--- config.mk ---
export PLATFORM = sky130hd
export DESIGN_NAME = pipe_elastic_stage
export DESIGN_NICKNAME = d
export VERILOG_FILES = /design/src/rtl/core_pipe_pkg.sv /design/src/rtl/pipe_slot.sv /design/src/rtl/pipe_elastic_stage.sv
export SDC_FILE = /design/constraint.sdc
export NUM_CORES = 1
export LEC_CHECK = 0
export ABC_AREA = 1
export CAP_MARGIN = 20
export CORE_AREA = 2 2 94 96
export DETAILED_ROUTE_END_ITERATION = 8
export DIE_AREA = 0 0 96 98
export HOLD_SLACK_MARGIN = 0.15
export MAX_ROUTING_LAYER = met4
export PLACE_DENSITY = 0.85
export SYNTH_ARGS = -nofsm -noshare
export SYNTH_HDL_FRONTEND = slang
export SYNTH_SLANG_ARGS = --single-unit
export TNS_END_PERCENT = 1
--- constraint.sdc ---
create_clock -name clk -period 3.6 [get_ports clk]
set_clock_uncertainty 0.2 [all_clocks]
set_input_delay 0.54 -clock clk [delete_from_list [all_inputs] [get_ports clk]]
set_output_delay 0.54 -clock clk [all_outputs]
set_load 0.02 [all_outputs]
--- src/rtl/core_pipe_pkg.sv ---
// core_pipe_pkg: shared stage-boundary payload types and pipeline limits
// Holds the packed payload struct for the MEM/WB boundary, its width constant,
// and the maximum depth any elastic pipeline stage may be configured with.
package core_pipe_pkg;

    localparam int MAX_PIPE_DEPTH = 4;

    typedef struct packed {
        logic [31:0] read_data;
        logic [31:0] alu_out;
        logic [3:0]  wa3;
        logic        mem_to_reg;
        logic        reg_write;
        logic        pc_src;
        logic        spare;
    } memwb_payload_t;

    // The spare bit rounds the MEM/WB boundary out to its 72-bit width.
    localparam int MEMWB_W = $bits(memwb_payload_t);

endpackage

--- src/rtl/pipe_slot.sv ---
// pipe_slot: one valid+data register slot of an elastic pipeline
// Ports:
//   clk, reset  - clock, asynchronous active-high reset
//   clr_i       - synchronous clear of the valid bit (flush)
//   ld_i        - load enable; valid follows v_i, data loads only when v_i=1
//   v_i, d_i    - source valid and payload
//   v_o, d_o    - registered valid and payload
module pipe_slot #(
    parameter int W = 8
) (
    input  logic         clk,
    input  logic         reset,
    input  logic         clr_i,
    input  logic         ld_i,
    input  logic         v_i,
    input  logic [W-1:0] d_i,
    output logic         v_o,
    output logic [W-1:0] d_o
);

    logic         v_q, v_d;
    logic [W-1:0] d_q, d_d;

    // Data only moves when a real payload arrives, so bubbles leave it untouched.
    always_comb begin
        v_d = clr_i ? 1'b0 : ld_i ? v_i : v_q;
        d_d = (ld_i && v_i && !clr_i) ? d_i : d_q;
    end

    always_ff @(posedge clk or posedge reset) begin
        if (reset) begin
            v_q <= 1'b0;
            d_q <= '0;
        end else begin
            v_q <= v_d;
            d_q <= d_d;
        end
    end

    assign v_o = v_q;
    assign d_o = d_q;

endmodule

--- src/rtl/pipe_elastic_stage.sv ---
// pipe_elastic_stage: DEPTH-slot valid/ready elastic pipeline register
// Ports:
//   clk, reset           - clock, asynchronous active-high reset
//   flush_i              - synchronous kill of all in-flight entries
//   in_valid/in_ready/in_data    - upstream handshake and payload
//   out_valid/out_ready/out_data - downstream handshake and payload (slot DEPTH-1)
//   occupancy            - registered count of valid entries (skid included)
// Optional build macro PIPE_SKID_EN adds a skid register ahead of slot 0 so that
// in_ready comes from a flop instead of combinationally from out_ready.
module pipe_elastic_stage
    import core_pipe_pkg::*;
#(
    parameter int DATA_W = MEMWB_W,
    parameter int DEPTH  = 1
) (
    input  logic                       clk,
    input  logic                       reset,
    input  logic                       flush_i,
    input  logic                       in_valid,
    output logic                       in_ready,
    input  logic [DATA_W-1:0]          in_data,
    output logic                       out_valid,
    input  logic                       out_ready,
    output logic [DATA_W-1:0]          out_data,
    output logic [$clog2(DEPTH+2)-1:0] occupancy
);

    localparam int OCC_W = $clog2(DEPTH+2);

    if (DEPTH < 1 || DEPTH > MAX_PIPE_DEPTH) begin : g_bad_depth
        $error("pipe_elastic_stage: DEPTH out of range");
    end

    logic [DEPTH-1:0]  slot_v;
    logic [DATA_W-1:0] slot_d [DEPTH];
    logic [DEPTH-1:0]  src_v;
    logic [DATA_W-1:0] src_d [DEPTH];
    logic [DEPTH-1:0]  adv;
    logic              acc;
    logic              head_v;
    logic [DATA_W-1:0] head_d;
    logic              in_xfer, out_xfer;
    logic [OCC_W-1:0]  occ_q, occ_d;

    // A slot may advance when the slot after it advances or is empty.
    always_comb begin
        adv = '0;
        acc = out_ready | ~slot_v[DEPTH-1];
        adv[DEPTH-1] = acc;
        for (int k = DEPTH-2; k >= 0; k--) begin
            acc = acc | ~slot_v[k+1];
            adv[k] = acc;
        end
    end

    for (genvar k = 0; k < DEPTH; k++) begin : g_slot
        if (k == 0) begin : g_head
            assign src_v[k] = head_v;
            assign src_d[k] = head_d;
        end else begin : g_chain
            assign src_v[k] = slot_v[k-1];
            assign src_d[k] = slot_d[k-1];
        end
        pipe_slot #(.W(DATA_W)) u_slot (
            .clk   (clk),
            .reset (reset),
            .clr_i (flush_i),
            .ld_i  (adv[k]),
            .v_i   (src_v[k]),
            .d_i   (src_d[k]),
            .v_o   (slot_v[k]),
            .d_o   (slot_d[k])
        );
    end

`ifdef PIPE_SKID_EN
    logic              sv_q, sv_d;
    logic [DATA_W-1:0] sd_q, sd_d;

    // A held skid entry feeds slot 0 ahead of any new input.
    assign in_ready = ~sv_q & ~flush_i;
    assign head_v   = sv_q | in_valid;
    assign head_d   = sv_q ? sd_q : in_data;

    // Capture into the skid only when an input is accepted but slot 0 is stalled.
    always_comb begin
        sv_d = flush_i ? 1'b0 : sv_q ? ~adv[0] : (in_valid & ~adv[0]);
        sd_d = (~sv_q & in_valid & ~adv[0]) ? in_data : sd_q;
    end

    always_ff @(posedge clk or posedge reset) begin
        if (reset) begin
            sv_q <= 1'b0;
            sd_q <= '0;
        end else begin
            sv_q <= sv_d;
            sd_q <= sd_d;
        end
    end
`else
    assign in_ready = adv[0] & ~flush_i;
    assign head_v   = in_valid;
    assign head_d   = in_data;
`endif

    assign in_xfer  = in_valid & in_ready;
    assign out_xfer = slot_v[DEPTH-1] & out_ready;

    always_comb begin
        occ_d = flush_i ? '0 : occ_q + OCC_W'(in_xfer) - OCC_W'(out_xfer);
    end

    always_ff @(posedge clk or posedge reset) begin
        if (reset) occ_q <= '0;
        else       occ_q <= occ_d;
    end

    assign out_valid = slot_v[DEPTH-1];
    assign out_data  = slot_d[DEPTH-1];
    assign occupancy = occ_q;

endmodule

=== Word-level counts from Yosys, hierarchy flattened ===
Index checks and enable logic that the tools add are counted.

* Bitwise gates (word level): 6
* Mux-type cells: 3
* Add/sub/neg operators: 2
* Reductions and logical operators: 4

{| class="wikitable"
|+ Operators by type and width
! kind !! number
|-
| $and 1x1->1 || 3
|-
| $add 2x1->2 || 1
|-
| $logic_and 1x1->1 || 2
|-
| $mux 1 || 2
|-
| $mux 2 || 1
|-
| $not 1->1 || 2
|-
| $reduce_bool 2->1 || 1
|-
| $sub 2x1->2 || 1
|-
| $logic_not 1->1 || 1
|-
| $or 1x1->1 || 1
|}

* Word-level logic and storage cells: 18
* Output and inout port bits: 76
* Register bits after elaboration: 75
* Input bits: 77

=== Longest topological paths before layout ===
* Depth in word-level cells: 7
* Mapped depth: 10
* Depth with buffers taken out: 9

=== Modules after synthesis ===
From an unflattened synthesis, not the netlist that was laid out.

* Cells, all modules: 349
* Area total of the unflattened synthesis: 3,410.8 µm²

{| class="wikitable"
|+ Modules (own cells, without submodules)
! module !! instances !! area each (µm²) !! cells an instance !! seq. area each (µm²)
|-
| pipe_slot || 1 || 3,253.1 || 325 || 1,826.8
|-
| pipe_elastic_stage || 1 || 157.7 || 24 || 50.0
|}

=== Worst setup path after synthesis ===
Ideal clock, no wire load.

* Kind: input to register
* Start: input port out_ready
* End: register occ_q[1] (netlist: occupancy[1])
* Setup time: 119 ps
* Required time: 3,281 ps
* Data arrival time: 1,534 ps
* Slack: 1,747 ps
* Stages on the path: 9
* Path buffers: 1
* Cells stage by stage: inv_1 > nand2_2 > nand3_4 > buf_2 > ha_1 > inv_1 > ha_1 > a21oi_1 > nor2_1

* Longest elaborated chain between the ends: 6
* Elaborated cells on any way between the ends: 7
* Classes of those cells: add/sub: 2; mux: 1; bitwise: 4

{| class="wikitable"
|+ RTL lines
! element !! RTL line !! text
|-
| start, declared || pipe_elastic_stage.sv:23 || <nowiki>input logic out_ready,</nowiki>
|-
| $or 1x1->1 || pipe_elastic_stage.sv:48 || <nowiki>acc = out_ready | ~slot_v[DEPTH-1];</nowiki>
|-
| $and 1x1->1 || pipe_elastic_stage.sv:101 || <nowiki>assign in_ready = adv[0] & ~flush_i;</nowiki>
|-
| $and 1x1->1 || pipe_elastic_stage.sv:106 || <nowiki>assign in_xfer = in_valid & in_ready;</nowiki>
|-
| $add 2x1->2 || pipe_elastic_stage.sv:110 || <nowiki>occ_d = flush_i ? '0 : occ_q + OCC_W'(in_xfer) - OCC_W'(out_xfer);</nowiki>
|-
| $sub 2x1->2 (*) || pipe_elastic_stage.sv:110 ||
|-
| $mux 2 (*) || pipe_elastic_stage.sv:110 ||
|-
| named net occ_d[1] || pipe_elastic_stage.sv:43 || <nowiki>logic [OCC_W-1:0] occ_q, occ_d;</nowiki>
|-
| end signal, assigned || pipe_elastic_stage.sv:114 || <nowiki>if (reset) occ_q <= '0;</nowiki>
|-
| end signal, assigned || pipe_elastic_stage.sv:115 || <nowiki>else occ_q <= occ_d;</nowiki>
|-
| end, declared || pipe_elastic_stage.sv:43 ||
|}

The timed path passes the listed nets; every way through them passes the cells marked *.
A chain may end at the register's enable or synchronous reset.

=== Final worst setup path ===
* Start: input port flush_i
* End: output port in_ready

* Longest elaborated chain between the ends: 2

{| class="wikitable"
|+ RTL lines
! element !! RTL line !! text
|-
| start, declared || pipe_elastic_stage.sv:18 || <nowiki>input logic flush_i,</nowiki>
|-
| $not 1->1 || pipe_elastic_stage.sv:101 ||
|-
| $and 1x1->1 || pipe_elastic_stage.sv:101 ||
|-
| end, declared || pipe_elastic_stage.sv:20 || <nowiki>output logic in_ready,</nowiki>
|}

No other way between the ends.

==> metrics.cfg <==
[outcome]
status = completed

[routing]
drtAntennaViolNets = 0
drt-total-wl_um = 9180
dr.pass1.iters = 4
drc = 0
dr_total_vias = 3074
wl_per_cell_um = 15.4
drt_iter0_markers = 131
vias_per_cell = 5.17

[yosys]
synth_top_area_frac = 0.483
synth.cell_area_sq_um = 3880
synthTopCellsByArea = dfrtp_1, nand2_4, nand4_1
ys_seq_area_frac = 0.483
yosysTopAreaCell = dfrtp_1
synthesis.nets = 424
yosys.cell_types.count = 19
yosysWarnings = 0
synthCells = 345
ys_ff_latch = 75
syn_avg_cell_area_sq_um = 11.3

[placement]
gp_congestion = 0.717
dp_hpwl_um = 6220
portBuffers = 152
placed_cells = 579

[clock_tree]
cts_setup_buffers = 0
cts_root_buffer = clkbuf_8
cts_sinks = 75
clock_path_buffers = 2
cts_hold_buf = 0
clk_pin_slew_ns = 0.07
cts_tree = built
cts_made_buffers = 9
htree_levels = 3
clk_latency_ns = 0.33
ctsResizeCount = 0

[cells_and_area]
multi_input_area_sq_um = 1680
n_antenna_cell = 0
postLayoutCoreUtil = 0.658
register_area_sq_um = 1880
fin_cells = 595
nNetsFinal = 561
drive_gt1_frac = 0.302
layout.cells.most_common = clkdlybuf4s50_1
most-common-layout-cells = clkdlybuf4s50_1, dfrtp_1, nand4_1
area_growth_pct = 43.4
n_fill_cell = 660

[run]
maxCapViolations = 0

[die]
pin_count = 153
fp.dieH_um = 98
die-area_sq_um = 9410
die_w_um = 96
rows = 34
initial_core_util = 0.459
core-area_sq_um = 8470

[worst_setup_path]
worstPathRequired_ns = 2.86
r2r-end = g_slot[0].u_slot.d_o[29]
worst-setup-path-type = in2out
r2r_setup_slack_ns = 1.80
worst_setup_path_end_kind = primary output
crit_start = flush_i
crit_path_max_fanout = 4
crit_end = in_ready
rr_worst_depth = 4
critPathLaunchType = input port
arrival_ns = 1.91
timing.rr.start = g_slot[0].u_slot.v_o

[sta]
tns_ns = 0
tightestPinTransition_ns = 0.788
post-route-min-period_ns = 2.65
finalHoldViolations = 0
setup_violations = 0
clock.fmax_mhz = 377
max_slew_margin = 0.475
fin_crit_sh = 0.736
slew_violations = 0
rsz0062_at_grt = no

[global_route]
grt_pass1_wl_um = 14700
antenna_found_initial = 0
grt_overflow = 0
grt_usage = 0.203
grt_max_degree = 74
first_global_vias = 3179

[pwr]
peakVddDrop_uv = 255
leakage_nw = 2.55
p_per_area_nw_per_um2 = 492

[min_path]
hp-class = reg2reg

==> logic make-up (layout without fill, tap and decap cells) <==
| group | count (synthesis) | count (layout) | share of synthesized area |
|---|---|---|---|
| buf+inv | 40 | 182 | 0.0837 |
| compound gates | 3 | 3 | 0.00386 |
| simple gates | 225 | 225 | 0.423 |
| fa+ha+maj | 2 | 2 | 0.00644 |
| flops | 75 | 75 | 0.483 |
==> Yosys cell counts <==
cell / count
nand2_2: 61
buf_6: 2
clkbuf_4: 6
clkbuf_1: 2
nand2_1: 28
nand3_1: 1
nand2_4: 60
buf_4: 2
buf_12: 7
nor2_1: 2
dfrtp_1: 75
nand4_1: 72
nand3_4: 1
a21oi_1: 2
buf_2: 13
ha_1: 2
inv_2: 1
inv_1: 7
o21ai_0: 1
==> how the worst min path moves through the flow <==
stage	slack, ns	depth (start not counted)	startpoint	endpoint
finish	0.28	2	g_slot[0].u_slot.d_o[18]	g_slot[0].u_slot.d_o[18]
global placement	0.25	2	g_slot[0].u_slot.d_o[18]	g_slot[0].u_slot.d_o[18]
floorplan	0.38	2	g_slot[0].u_slot.d_o[16]	g_slot[0].u_slot.d_o[16]
global route	0.31	2	g_slot[0].u_slot.d_o[24]	g_slot[0].u_slot.d_o[24]
CTS	0.29	2	g_slot[0].u_slot.d_o[18]	g_slot[0].u_slot.d_o[18]
detailed placement	0.27	2	g_slot[0].u_slot.d_o[18]	g_slot[0].u_slot.d_o[18]
==> registers in the layout, indices dropped and copies added (netlist names) <==
| name | flops |
|---|---|
| g_slot.u_slot.d_o | 72 |
| g_slot.u_slot.v_o | 1 |
| occupancy | 2 |
==> critical path, stage by stage <==
cell             delay [ns]
clkdlybuf4s50_1        0.52
a21oi_1                0.20
clkdlybuf4s50_1        0.65
==> routing by layer <==
metal | wire length [um] | track usage | vias to the layer above
met5 | 0 | - | -
met4 | 158 | 0.0736 | 0
met3 | 572 | 0.0417 | 15
met2 | 4890 | 0.337 | 111
met1 | 3560 | 0.241 | 1513
li1 | - | - | 1435
==> metrics by stage <==
stage | area (sq um) | power [W] | setup WS (ns) | hold slack (ns)
6_report | 5570 | 0.00274 | 0.950 | 0.284
5_1_grt | 5570 | 0.00287 | 0.942 | 0.310
4_1_cts | 5570 | 0.00278 | 0.930 | 0.291
3_5_place_dp | 5310 | 0.00195 | 0.930 | 0.266
3_3_place_gp | 5290 | 0.00192 | 1.04 | 0.254
2_1_floorplan | 3880 | 0.00156 | 0.950 | 0.379
==> final cells by class <==
cell class                      count  share of cell area
Sequential cell                    75               0.337
Multi-Input combinational cell    230               0.302
Clock inverter                      4              0.0171
Timing Repair Buffer              158               0.285
Inverter                            8             0.00561
Tap cell                          108              0.0242
Clock buffer                       12              0.0296
==> where the power goes <==
group	internal (W)	switching [W]	leakage (nW)
Combinational	0.000416	0.000412	1.49
Clock	0.000517	0.000302	0.133
Sequential	0.000967	0.000127	0.932
No activity file was read; power rests on OpenSTA's default activity.
